## src/rtl/pipe_ctrl_gen_pkg.sv

```systemverilog
// pipe_ctrl_gen_pkg: shared defines for the pipeline controller.
//   Exception codes, pipeline stage indices, ZeroWord, the store-phase
//   enum and a helper producing a low-bit stall mask.
package pipe_ctrl_gen_pkg;

    localparam logic [31:0] ZeroWord = 32'h0000_0000;

    localparam logic [31:0] EXC_INT  = 32'h0000_0001;
    localparam logic [31:0] EXC_SYS  = 32'h0000_0008;
    localparam logic [31:0] EXC_INV  = 32'h0000_000a;
    localparam logic [31:0] EXC_OV   = 32'h0000_000c;
    localparam logic [31:0] EXC_TRAP = 32'h0000_000d;
    localparam logic [31:0] EXC_ERET = 32'h0000_000e;
    localparam logic [31:0] EXC_TLB  = 32'h0000_000f;

    localparam int unsigned STAGE_PC  = 0;
    localparam int unsigned STAGE_IF  = 1;
    localparam int unsigned STAGE_ID  = 2;
    localparam int unsigned STAGE_EX  = 3;
    localparam int unsigned STAGE_MEM = 4;
    localparam int unsigned STAGE_WB  = 5;

    typedef enum logic [1:0] {
        SP_IDLE   = 2'd0,
        SP_WAIT   = 2'd1,
        SP_COMMIT = 2'd2
    } store_phase_e;

    // Bits [s:0] set; holding a stage also holds everything upstream of it.
    function automatic logic [31:0] stage_mask(input int unsigned s);
        logic [32:0] m;
        m = (33'd1 << (s + 1)) - 33'd1;
        return m[31:0];
    endfunction

endpackage

```

## src/rtl/pipe_ctrl_gen_if.sv

```systemverilog
// pipe_ctrl_gen_if: bundle of pipeline-side requests and controller outputs.
//   master: pipeline side (drives stall requests, store flag, exception, EPC)
//   slave : pipe_ctrl_gen (drives stall, flush, new_pc, mem_we_o,
//           store_busy, perf_stall_cnt)
interface pipe_ctrl_gen_if #(
    parameter int unsigned NSTAGE = 6
);
    logic              stallreq_id;
    logic              stallreq_ex;
    logic              stallreq_mem;
    logic              mem_we_i;
    logic [31:0]       excepttype_i;
    logic [31:0]       cp0_epc_i;
    logic [NSTAGE-1:0] stall;
    logic              flush;
    logic [31:0]       new_pc;
    logic              mem_we_o;
    logic              store_busy;
    logic [31:0]       perf_stall_cnt;

    modport master (
        output stallreq_id, stallreq_ex, stallreq_mem, mem_we_i,
               excepttype_i, cp0_epc_i,
        input  stall, flush, new_pc, mem_we_o, store_busy, perf_stall_cnt
    );

    modport slave (
        input  stallreq_id, stallreq_ex, stallreq_mem, mem_we_i,
               excepttype_i, cp0_epc_i,
        output stall, flush, new_pc, mem_we_o, store_busy, perf_stall_cnt
    );
endinterface

```

## src/rtl/pipe_ctrl_gen_store_seq.sv

```systemverilog
// pipe_ctrl_gen_store_seq: multi-cycle store sequencer for the SRAM bus.
//   clk, rst      : clock, synchronous active-high reset
//   mem_we_i      : MEM stage holds a store
//   abort_i       : exception in MEM; drop any in-flight store
//   phase_o       : IDLE / WAIT (hold MEM) / COMMIT (strobe this cycle)
//   mem_we_o      : single write strobe per store
//   store_busy_o  : store sequence in progress
module pipe_ctrl_gen_store_seq
    import pipe_ctrl_gen_pkg::*;
#(
    parameter int unsigned STORE_WAIT = 1
) (
    input  logic         clk,
    input  logic         rst,
    input  logic         mem_we_i,
    input  logic         abort_i,
    output store_phase_e phase_o,
    output logic         mem_we_o,
    output logic         store_busy_o
);

    localparam logic [3:0] SW = STORE_WAIT[3:0];

    logic [3:0] cnt_q, cnt_d;

    always_ff @(posedge clk) begin
        if (rst) cnt_q <= '0;
        else     cnt_q <= cnt_d;
    end

    always_comb begin
        phase_o      = SP_IDLE;
        cnt_d        = '0;
        mem_we_o     = 1'b0;
        store_busy_o = 1'b0;
        if (!rst && !abort_i && mem_we_i) begin
            store_busy_o = 1'b1;
            if (cnt_q < SW) begin
                phase_o = SP_WAIT;
                cnt_d   = cnt_q + 4'd1;
            end else begin
                // Counter returns to 0, so a still-high mem_we_i starts a new store.
                phase_o  = SP_COMMIT;
                mem_we_o = 1'b1;
            end
        end
    end

endmodule

```

## src/rtl/pipe_ctrl_gen.sv

```systemverilog
// pipe_ctrl_gen: 5-stage pipeline controller.
//   clk, rst : clock, synchronous active-high reset
//   bus      : pipe_ctrl_gen_if.slave
//     in : stallreq_id/ex/mem, mem_we_i, excepttype_i, cp0_epc_i
//     out: stall[NSTAGE], flush, new_pc, mem_we_o, store_busy, perf_stall_cnt
//   Merges stall requests, sequences stores, resolves exceptions into
//   flush + redirect PC, and counts stalled cycles.
module pipe_ctrl_gen
    import pipe_ctrl_gen_pkg::*;
#(
    parameter int unsigned NSTAGE     = 6,
    parameter int unsigned ID_IDX     = STAGE_ID,
    parameter int unsigned EX_IDX     = STAGE_EX,
    parameter int unsigned MEM_IDX    = STAGE_MEM,
    parameter int unsigned STORE_WAIT = 1,
    parameter logic [31:0] INT_VEC    = 32'h8000_1180,
    parameter logic [31:0] EXC_VEC    = 32'h8000_142c
) (
    input logic             clk,
    input logic             rst,
    pipe_ctrl_gen_if.slave  bus
);

    localparam logic [31:0] ID_MASK32  = stage_mask(ID_IDX);
    localparam logic [31:0] EX_MASK32  = stage_mask(EX_IDX);
    localparam logic [31:0] MEM_MASK32 = stage_mask(MEM_IDX);
    localparam logic [NSTAGE-1:0] ID_MASK  = ID_MASK32[NSTAGE-1:0];
    localparam logic [NSTAGE-1:0] EX_MASK  = EX_MASK32[NSTAGE-1:0];
    localparam logic [NSTAGE-1:0] MEM_MASK = MEM_MASK32[NSTAGE-1:0];

    logic              exc;
    store_phase_e      phase;
    logic              seq_we;
    logic              seq_busy;
    logic [NSTAGE-1:0] stall_v;
    logic              flush_v;
    logic [31:0]       new_pc_v;
    logic [31:0]       perf_cnt_q, perf_cnt_d;

    assign exc = (bus.excepttype_i != ZeroWord);

    pipe_ctrl_gen_store_seq #(
        .STORE_WAIT (STORE_WAIT)
    ) u_store_seq (
        .clk          (clk),
        .rst          (rst),
        .mem_we_i     (bus.mem_we_i),
        .abort_i      (exc),
        .phase_o      (phase),
        .mem_we_o     (seq_we),
        .store_busy_o (seq_busy)
    );

    always_comb begin
        stall_v  = '0;
        flush_v  = 1'b0;
        new_pc_v = ZeroWord;
        if (!rst) begin
            if (exc) begin
                flush_v = 1'b1;
                case (bus.excepttype_i)
                    EXC_INT:  new_pc_v = INT_VEC;
                    EXC_ERET: new_pc_v = bus.cp0_epc_i;
                    EXC_SYS, EXC_INV, EXC_OV, EXC_TRAP, EXC_TLB:
                              new_pc_v = EXC_VEC;
                    default:  new_pc_v = EXC_VEC;
                endcase
            end else begin
                if (bus.stallreq_id)  stall_v = stall_v | ID_MASK;
                if (bus.stallreq_ex)  stall_v = stall_v | EX_MASK;
                if (bus.stallreq_mem) stall_v = stall_v | ID_MASK;
                if (phase == SP_WAIT)   stall_v = stall_v | MEM_MASK;
                if (phase == SP_COMMIT) stall_v = stall_v | EX_MASK;
            end
        end
    end

    always_comb begin
        perf_cnt_d = perf_cnt_q;
        if (|stall_v) perf_cnt_d = perf_cnt_q + 32'd1;
    end

    always_ff @(posedge clk) begin
        if (rst) perf_cnt_q <= '0;
        else     perf_cnt_q <= perf_cnt_d;
    end

    assign bus.stall          = stall_v;
    assign bus.flush          = flush_v;
    assign bus.new_pc         = new_pc_v;
    assign bus.mem_we_o       = seq_we;
    assign bus.store_busy     = seq_busy;
    assign bus.perf_stall_cnt = perf_cnt_q;

endmodule
```

## src/flat_wrapper.sv

```systemverilog
// flat-port wrapper written by rule: the top's interface ports become plain ports
module pipe_ctrl_gen_flat import pipe_ctrl_gen_pkg::*;
#(
    parameter int unsigned NSTAGE     = 6,
    parameter int unsigned ID_IDX     = STAGE_ID,
    parameter int unsigned EX_IDX     = STAGE_EX,
    parameter int unsigned MEM_IDX    = STAGE_MEM,
    parameter int unsigned STORE_WAIT = 1,
    parameter logic [31:0] INT_VEC    = 32'h8000_1180,
    parameter logic [31:0] EXC_VEC    = 32'h8000_142c
)
  (clk, rst, bus_stallreq_id, bus_stallreq_ex, bus_stallreq_mem, bus_mem_we_i, bus_excepttype_i, bus_cp0_epc_i, bus_stall, bus_flush, bus_new_pc, bus_mem_we_o, bus_store_busy, bus_perf_stall_cnt);
  pipe_ctrl_gen_if #(.NSTAGE(NSTAGE)) bus_i ();
  input logic clk;
  input logic rst;
  input wire logic [$bits(bus_i.stallreq_id)-1:0] bus_stallreq_id;
  input wire logic [$bits(bus_i.stallreq_ex)-1:0] bus_stallreq_ex;
  input wire logic [$bits(bus_i.stallreq_mem)-1:0] bus_stallreq_mem;
  input wire logic [$bits(bus_i.mem_we_i)-1:0] bus_mem_we_i;
  input wire logic [$bits(bus_i.excepttype_i)-1:0] bus_excepttype_i;
  input wire logic [$bits(bus_i.cp0_epc_i)-1:0] bus_cp0_epc_i;
  output wire logic [$bits(bus_i.stall)-1:0] bus_stall;
  output wire logic [$bits(bus_i.flush)-1:0] bus_flush;
  output wire logic [$bits(bus_i.new_pc)-1:0] bus_new_pc;
  output wire logic [$bits(bus_i.mem_we_o)-1:0] bus_mem_we_o;
  output wire logic [$bits(bus_i.store_busy)-1:0] bus_store_busy;
  output wire logic [$bits(bus_i.perf_stall_cnt)-1:0] bus_perf_stall_cnt;
  assign bus_i.stallreq_id = bus_stallreq_id;
  assign bus_i.stallreq_ex = bus_stallreq_ex;
  assign bus_i.stallreq_mem = bus_stallreq_mem;
  assign bus_i.mem_we_i = bus_mem_we_i;
  assign bus_i.excepttype_i = bus_excepttype_i;
  assign bus_i.cp0_epc_i = bus_cp0_epc_i;
  assign bus_stall = bus_i.stall;
  assign bus_flush = bus_i.flush;
  assign bus_new_pc = bus_i.new_pc;
  assign bus_mem_we_o = bus_i.mem_we_o;
  assign bus_store_busy = bus_i.store_busy;
  assign bus_perf_stall_cnt = bus_i.perf_stall_cnt;
  pipe_ctrl_gen #(.NSTAGE(NSTAGE), .ID_IDX(ID_IDX), .EX_IDX(EX_IDX), .MEM_IDX(MEM_IDX), .STORE_WAIT(STORE_WAIT), .INT_VEC(INT_VEC), .EXC_VEC(EXC_VEC)) u_core (.clk(clk), .rst(rst), .bus(bus_i));
endmodule
```

## config.mk

```make
export PLATFORM = sky130hd
export DESIGN_NAME = pipe_ctrl_gen_flat
export DESIGN_NICKNAME = d
export VERILOG_FILES = /design/src/rtl/pipe_ctrl_gen_pkg.sv /design/src/rtl/pipe_ctrl_gen_if.sv /design/src/rtl/pipe_ctrl_gen_store_seq.sv /design/src/rtl/pipe_ctrl_gen.sv /design/src/flat_wrapper.sv
export SDC_FILE = /design/constraint.sdc
export NUM_CORES = 1
export LEC_CHECK = 0
export CAP_MARGIN = 5
export CELL_PAD_IN_SITES_DETAIL_PLACEMENT = 1
export CELL_PAD_IN_SITES_GLOBAL_PLACEMENT = 2
export CORE_MARGIN = 8
export CORE_UTILIZATION = 20
export DETAILED_ROUTE_END_ITERATION = 8
export PLACE_DENSITY_LB_ADDON = 0.1
export SYNTH_ARGS = -nofsm -noshare
export SYNTH_HDL_FRONTEND = slang
export SYNTH_SLANG_ARGS = --single-unit
```

## constraint.sdc

```tcl
create_clock -name clk -period 5.3 [get_ports clk]
set_input_delay 1.06 -clock clk [delete_from_list [all_inputs] [get_ports clk]]
set_output_delay 1.06 -clock clk [all_outputs]
set_load 0.03 [all_outputs]
```

==> results.sh, run 1 <==
export IMPL_slew_headroom=0.468
export IMPL_min_path_cells=1
export IMPL_holdBufCountCts=0
export IMPL_hold_path_class="reg2reg"
export IMPL_fillers=1355
export IMPL_die_y_um=122
export IMPL_syn_cell_area_um2=2260
export IMPL_critical_path_startpoint_type="primary input"
export IMPL_wl_mm=10.1
export IMPL_crit_type="in2out"
export IMPL_grt_overflow_total=0
export IMPL_crit_slowest_cell="clkdlybuf4s50_1"
export IMPL_skew_ns=0.00321
export IMPL_synth_area_top_cells="dfxtp_1 32%, or4_1 8.3%, and2_1 7.7%, a21oi_1 7.3%, o31ai_1 7.0%"
export IMPL_die_area_um2=15000
export IMPL_h_tree_depth=2
export IMPL_yosysUniqueCellTypes=31
export IMPL_synth_cells=294
export IMPL_routedWlPerCell_um=17.7
export IMPL_cts_setup_buffers=0
export IMPL_area_growth_pct=72.4
export IMPL_multi_input_area_um2=1430
export IMPL_core_um2=11200
export IMPL_grt_pass1_wl_mm=15.8
export IMPL_grt_start_max_net_pins=35
export IMPL_rr_worst_depth=5
export IMPL_hpwlAfterDp_mm=8.21
export IMPL_setup_viol=0
export IMPL_grt_usage=0.133
export IMPL_seq_area_um2=721
export IMPL_power_leakage_nw=1.29
export IMPL_nets=502
export IMPL_fmaxAchievable_ghz=0.213
export IMPL_ys_seq_area_frac=0.319
export IMPL_routabilityCongestion=0.703
export IMPL_viasPerCell=4.86
export IMPL_num_antenna_cells=0
export IMPL_postRouteAntennaNets=0
export IMPL_grt_pass1_vias=2969
export IMPL_finalCriticalPeriod_ns=4.69
export IMPL_drive_gt1_frac=0.114
export IMPL_drt_pass1_iterations=4
export IMPL_post_cts_resized=0
export IMPL_drv_slew=0
export IMPL_rsz0062_at_grt="no"
export IMPL_max_stage_delay_ns=0.75
export IMPL_yosysTopAreaCell="dfxtp_1"
export IMPL_io_buffers=141
export IMPL_clk_transition_reported_paths_ns=0.06
export IMPL_clk_path_buf_depth=2
export IMPL_hold_violations=0
export IMPL_path_cells="clkdlybuf4s50_1 -> or4_1 -> nor2_2 -> nand3_2 -> nor3_1 -> clkdlybuf4s50_1"
export IMPL_antenna_found_initial=0
export IMPL_num_vias=2786
export IMPL_cts_inserted_buffers=5
export IMPL_min_period_over_period=0.885
export IMPL_required_ns=4.24
export IMPL_cts_sinks=36
export IMPL_syn_avg_cell_area_um2=7.69
export IMPL_drt_iter0_markers=112
export IMPL_vdd_drop_max_mv=0.0884
export IMPL_cts_root_buf="clkbuf_16"
export IMPL_row_count=39
export IMPL_drc=0
export IMPL_path_common_cell="clkdlybuf4s50_1"
export IMPL_clock_latency_ns=0.28
export IMPL_dpl_instance_area_um2=3750
export IMPL_synth_top_area_frac=0.319
export IMPL_mostFrequentLayoutCells="116 x clkdlybuf4s50_1, 36 x dfxtp_1, 33 x a21oi_1"
export IMPL_cts_tree="done"
export IMPL_final_common_cell="clkdlybuf4s50_1"
export IMPL_hp_start="u_core.u_store_seq.cnt_q[0]"
export IMPL_design_area_um2=3900
export IMPL_outcome="finished, final reports clean"
export IMPL_max_cap_viol_count=0
export IMPL_crit_fanout=8
export IMPL_crit_start="bus_excepttype_i[13]"
export IMPL_dieWidth_um=122
export IMPL_worst_slew_pin_slew_ns=0.795
export IMPL_ys_warnings_count=0
export IMPL_worst_setup_path_end_kind="output pin"
export IMPL_ys_seq_elements=36
export IMPL_powerDensity_nw_per_um2=168
export IMPL_start_util=0.202
export IMPL_arrival_ns=3.63
export IMPL_critical_path_top_delay_family="simple AND/OR/NAND/NOR gates"
export IMPL_r2r_start="u_core.bus.perf_stall_cnt[5]"
export IMPL_cp_num_cells=6
export IMPL_worstPathBufferInverterCount=2
export IMPL_ios=143
export IMPL_finalSetupTns_ns=0
-- state kept, by name, summed over array words and instances, names as in the netlist --
register and cells:
u_core.bus.perf_stall_cnt 32, u_core.u_store_seq.cnt_q 4
-- worst paths after layout --
path	to	slack (ns)
hold / removal	u_core.u_store_seq.cnt_q[0]	0.47
setup reg to reg	u_core.bus.perf_stall_cnt[14]	2.79
setup / recovery	bus_stall[4]	0.61
hold reg to reg	u_core.u_store_seq.cnt_q[0]	0.47
-- Yosys cell counts --
| master | n |
|---|---|
| a21oi_1 | 33 |
| a22oi_1 | 2 |
| and2_1 | 28 |
| and3_1 | 4 |
| and4_1 | 4 |
| buf_2 | 3 |
| buf_4 | 3 |
| clkbuf_1 | 12 |
| conb_1 | 1 |
| dfxtp_1 | 36 |
| ha_1 | 3 |
| inv_1 | 9 |
| mux2_2 | 5 |
| nand2_1 | 11 |
| nand2_2 | 1 |
| nand3_1 | 16 |
| nand3_2 | 1 |
| nand4_1 | 15 |
| nor2_1 | 16 |
| nor2_2 | 2 |
| nor2b_1 | 4 |
| nor3_1 | 10 |
| nor4_1 | 8 |
| nor4_4 | 1 |
| nor4b_1 | 1 |
| o21ai_0 | 11 |
| o31ai_1 | 21 |
| or2_2 | 2 |
| or3_1 | 5 |
| or4_1 | 25 |
| xor2_1 | 1 |
-- kinds of logic after synthesis --
kind of cell | after synthesis | share of synthesized area
other | 1 | 0.00166
AO/OA/AOI/OAI | 67 | 0.174
buffers and inverters | 27 | 0.0514
AND/OR/NAND/NOR | 154 | 0.409
multiplexers | 5 | 0.0249
adder cells (fa/ha/maj) | 3 | 0.0166
flip-flops | 36 | 0.319
XOR/XNOR | 1 | 0.00387
-- routing by layer --
layer	GRT usage	wire length [µm]	vias up
met5	0	0	-
met4	0.0404	140	0
met3	0.0810	1410	9
met2	0.215	4640	114
met1	0.141	3950	1284
li1	-	-	1379
-- cell type report --
class                           count  area share
Clock buffer                        6      0.0356
Tap cell                          143      0.0459
Sequential cell                    36       0.185
Clock inverter                      2     0.00257
Multi-Input combinational cell    232       0.366
Inverter                            9     0.00866
Timing Repair Buffer              145       0.356
-- where the power goes --
part,internal [W],leakage (nW),switching (W)
Combinational,0.0000522,0.926,0.0000278
Clock,0.000185,0.0766,0.000118
Sequential,0.000271,0.290,0.0000000972
-- stage by stage --
stage	util	power (W)	setup slack [ns]	instances	hold WS [ns]
detailed placement	0.334	0.000358	0.583	565	0.474
floorplan	-	0.000297	1.34	295	0.428
global placement	0.334	0.000357	0.672	565	0.453
finish	0.347	0.000654	0.611	573	0.468
global route	0.347	0.000679	0.447	573	0.503
CTS	0.347	0.000665	0.560	573	0.476
(Power assumes the default switching activity.)
==> run 2, diff against run 1 <==
--- a/config.mk
+++ b/config.mk
@@ -11,7 +11,7 @@
 export CORE_MARGIN = 8
 export CORE_UTILIZATION = 20
 export DETAILED_ROUTE_END_ITERATION = 8
-export PLACE_DENSITY_LB_ADDON = 0.1
+export PLACE_DENSITY = 0.91
 export SYNTH_ARGS = -nofsm -noshare
 export SYNTH_HDL_FRONTEND = slang
 export SYNTH_SLANG_ARGS = --single-unit
==> run 2 against run 1 <==
  * Combinational power is 1% lower
  * Global-route usage is 0.92 points lower
  * Worst setup slack better by 0.046 ns
  * Final cell count is 0.35% lower
  * Fmax is 0.98% higher
  * Register-to-register slack worse by 0.06 ns
  * Sequential share of layout area is 0.059 points higher
  * Sequential power hardly changed
  * Sequential cell count stayed put
  * Highest routed layer unchanged
==> results.sh, run 2 (same netlist as run 1, synthesis figures left out) <==
export IMPL_cts_sinks=36
export IMPL_fillers=1372
export IMPL_drv_slew=0
export IMPL_grt_overflow_total=0
export IMPL_num_vias=2786
export IMPL_worst_slew_pin_slew_ns=0.958
export IMPL_max_cap_viol_count=0
export IMPL_outcome="finished, final reports clean"
export IMPL_cts_setup_buffers=0
export IMPL_wl_mm=9.39
export IMPL_h_tree_depth=2
export IMPL_clock_latency_ns=0.28
export IMPL_holdBufCountCts=0
export IMPL_skew_ns=0.00525
export IMPL_routabilityCongestion=0.747
export IMPL_setup_viol=0
export IMPL_viasPerCell=4.88
export IMPL_antenna_found_initial=0
export IMPL_ios=143
export IMPL_seq_area_um2=721
export IMPL_num_antenna_cells=0
export IMPL_crit_slowest_cell="clkdlybuf4s50_1"
export IMPL_critical_path_startpoint_type="primary input"
export IMPL_crit_path_end="bus_stall[4]"
export IMPL_postRouteAntennaNets=0
export IMPL_clk_path_buf_depth=2
export IMPL_crit_fanout=8
export IMPL_final_common_cell="clkdlybuf4s50_1"
export IMPL_io_buffers=141
export IMPL_nets=500
export IMPL_rsz0062_at_grt="no"
export IMPL_area_growth_pct=71.8
export IMPL_power_leakage_nw=1.28
export IMPL_required_ns=4.24
export IMPL_grt_pass1_wl_mm=14.9
export IMPL_crit_type="in2out"
export IMPL_whs_ns=0.455
export IMPL_multi_input_area_um2=1430
export IMPL_drc=0
export IMPL_hpwlAfterDp_mm=7.57
export IMPL_min_period_over_period=0.876
export IMPL_finalSetupTns_ns=0
export IMPL_post_cts_resized=0
export IMPL_powerDensity_nw_per_um2=176
export IMPL_grt_start_max_net_pins=50
export IMPL_largest_reg_flops=32
export IMPL_core_um2=11200
export IMPL_fmaxAchievable_ghz=0.215
export IMPL_r2r_start="u_core.bus.perf_stall_cnt[4]"
export IMPL_drt_iter0_markers=96
export IMPL_grt_usage=0.123
export IMPL_path_common_cell="clkdlybuf4s50_1"
export IMPL_hold_path_class="reg2reg"
export IMPL_start_util=0.202
export IMPL_row_count=39
export IMPL_cts_root_buf="clkbuf_16"
export IMPL_grt_pass1_vias=3016
export IMPL_cts_inserted_buffers=5
export IMPL_path_cells="clkdlybuf4s50_1 -> or4_1 -> nor2_2 -> nand3_2 -> nor3_1 -> clkdlybuf4s50_1"
export IMPL_cts_tree="done"
export IMPL_max_stage_delay_ns=0.74
export IMPL_die_area_um2=15000
export IMPL_worst_setup_path_end_kind="output pin"
export IMPL_vdd_drop_max_mv=0.0967
export IMPL_routedWlPerCell_um=16.5
export IMPL_r2r_end="u_core.bus.perf_stall_cnt[14]"
export IMPL_hp_start="u_core.u_store_seq.cnt_q[0]"
export IMPL_arrival_ns=3.58
export IMPL_hold_violations=0
export IMPL_finalCriticalPeriod_ns=4.64
export IMPL_rr_worst_depth=5
export IMPL_clk_transition_reported_paths_ns=0.05
export IMPL_drt_pass1_iterations=4
export IMPL_slew_headroom=0.362
export IMPL_die_y_um=122
export IMPL_dieWidth_um=122
export IMPL_drive_gt1_frac=0.107
export IMPL_crit_start="bus_excepttype_i[13]"
export IMPL_reg2reg_slack_ns=2.73
export IMPL_mostFrequentLayoutCells="116 x clkdlybuf4s50_1, 36 x dfxtp_1, 33 x a21oi_1"
## run 2: worst min path at each step
stage | cells past startpoint | slack, ns | end
final | 1 | 0.46 | u_core.u_store_seq.cnt_q[0]
after global routing | 1 | 0.50 | u_core.u_store_seq.cnt_q[0]
after global placement | 1 | 0.45 | u_core.u_store_seq.cnt_q[0]
after CTS | 1 | 0.46 | u_core.u_store_seq.cnt_q[0]
after detailed placement | 1 | 0.45 | u_core.u_store_seq.cnt_q[0]
after floorplan | 1 | 0.43 | u_core.u_store_seq.cnt_q[0]
## run 2: power by group
group	switching, W	leakage [nW]	internal, W
sequential	0.000000101	0.290	0.000271
clock	0.000113	0.0808	0.000221
combinational	0.0000274	0.913	0.0000518
## run 2: through the flow
step	instances	worst slack, ns	util	total power [W]	cell area [µm²]
3_5_place_dp	563	0.628	0.332	0.000357	3720
4_1_cts	571	0.621	0.346	0.000695	3890
2_1_floorplan	295	1.34	-	0.000297	2270
5_1_grt	571	0.541	0.346	0.000711	3890
3_3_place_gp	563	0.695	0.332	0.000355	3720
6_report	571	0.656	0.346	0.000685	3890
## run 2: critical path, delay by kind of cell
family	cells	cell delay, ns
simple gates	4	1.38
buf+inv	2	1.13
## run 2: metal layers
metal	wire length, µm	vias up	share of wire	track usage
li1	-	1370	-	-
met1	3710	1298	0.39	0.130
met2	4600	111	0.49	0.219
met3	983	7	0.10	0.0552
met4	96	0	0.010	0.0320
met5	0	-	0	0
## run 2: area by class of cell
cell class                      instances  area share
Clock inverter                          2     0.00901
Sequential cell                        36       0.185
Timing Repair Buffer                  143       0.350
Clock buffer                            6      0.0332
Multi-Input combinational cell        232       0.368
Tap cell                              143      0.0460
Inverter                                9     0.00869
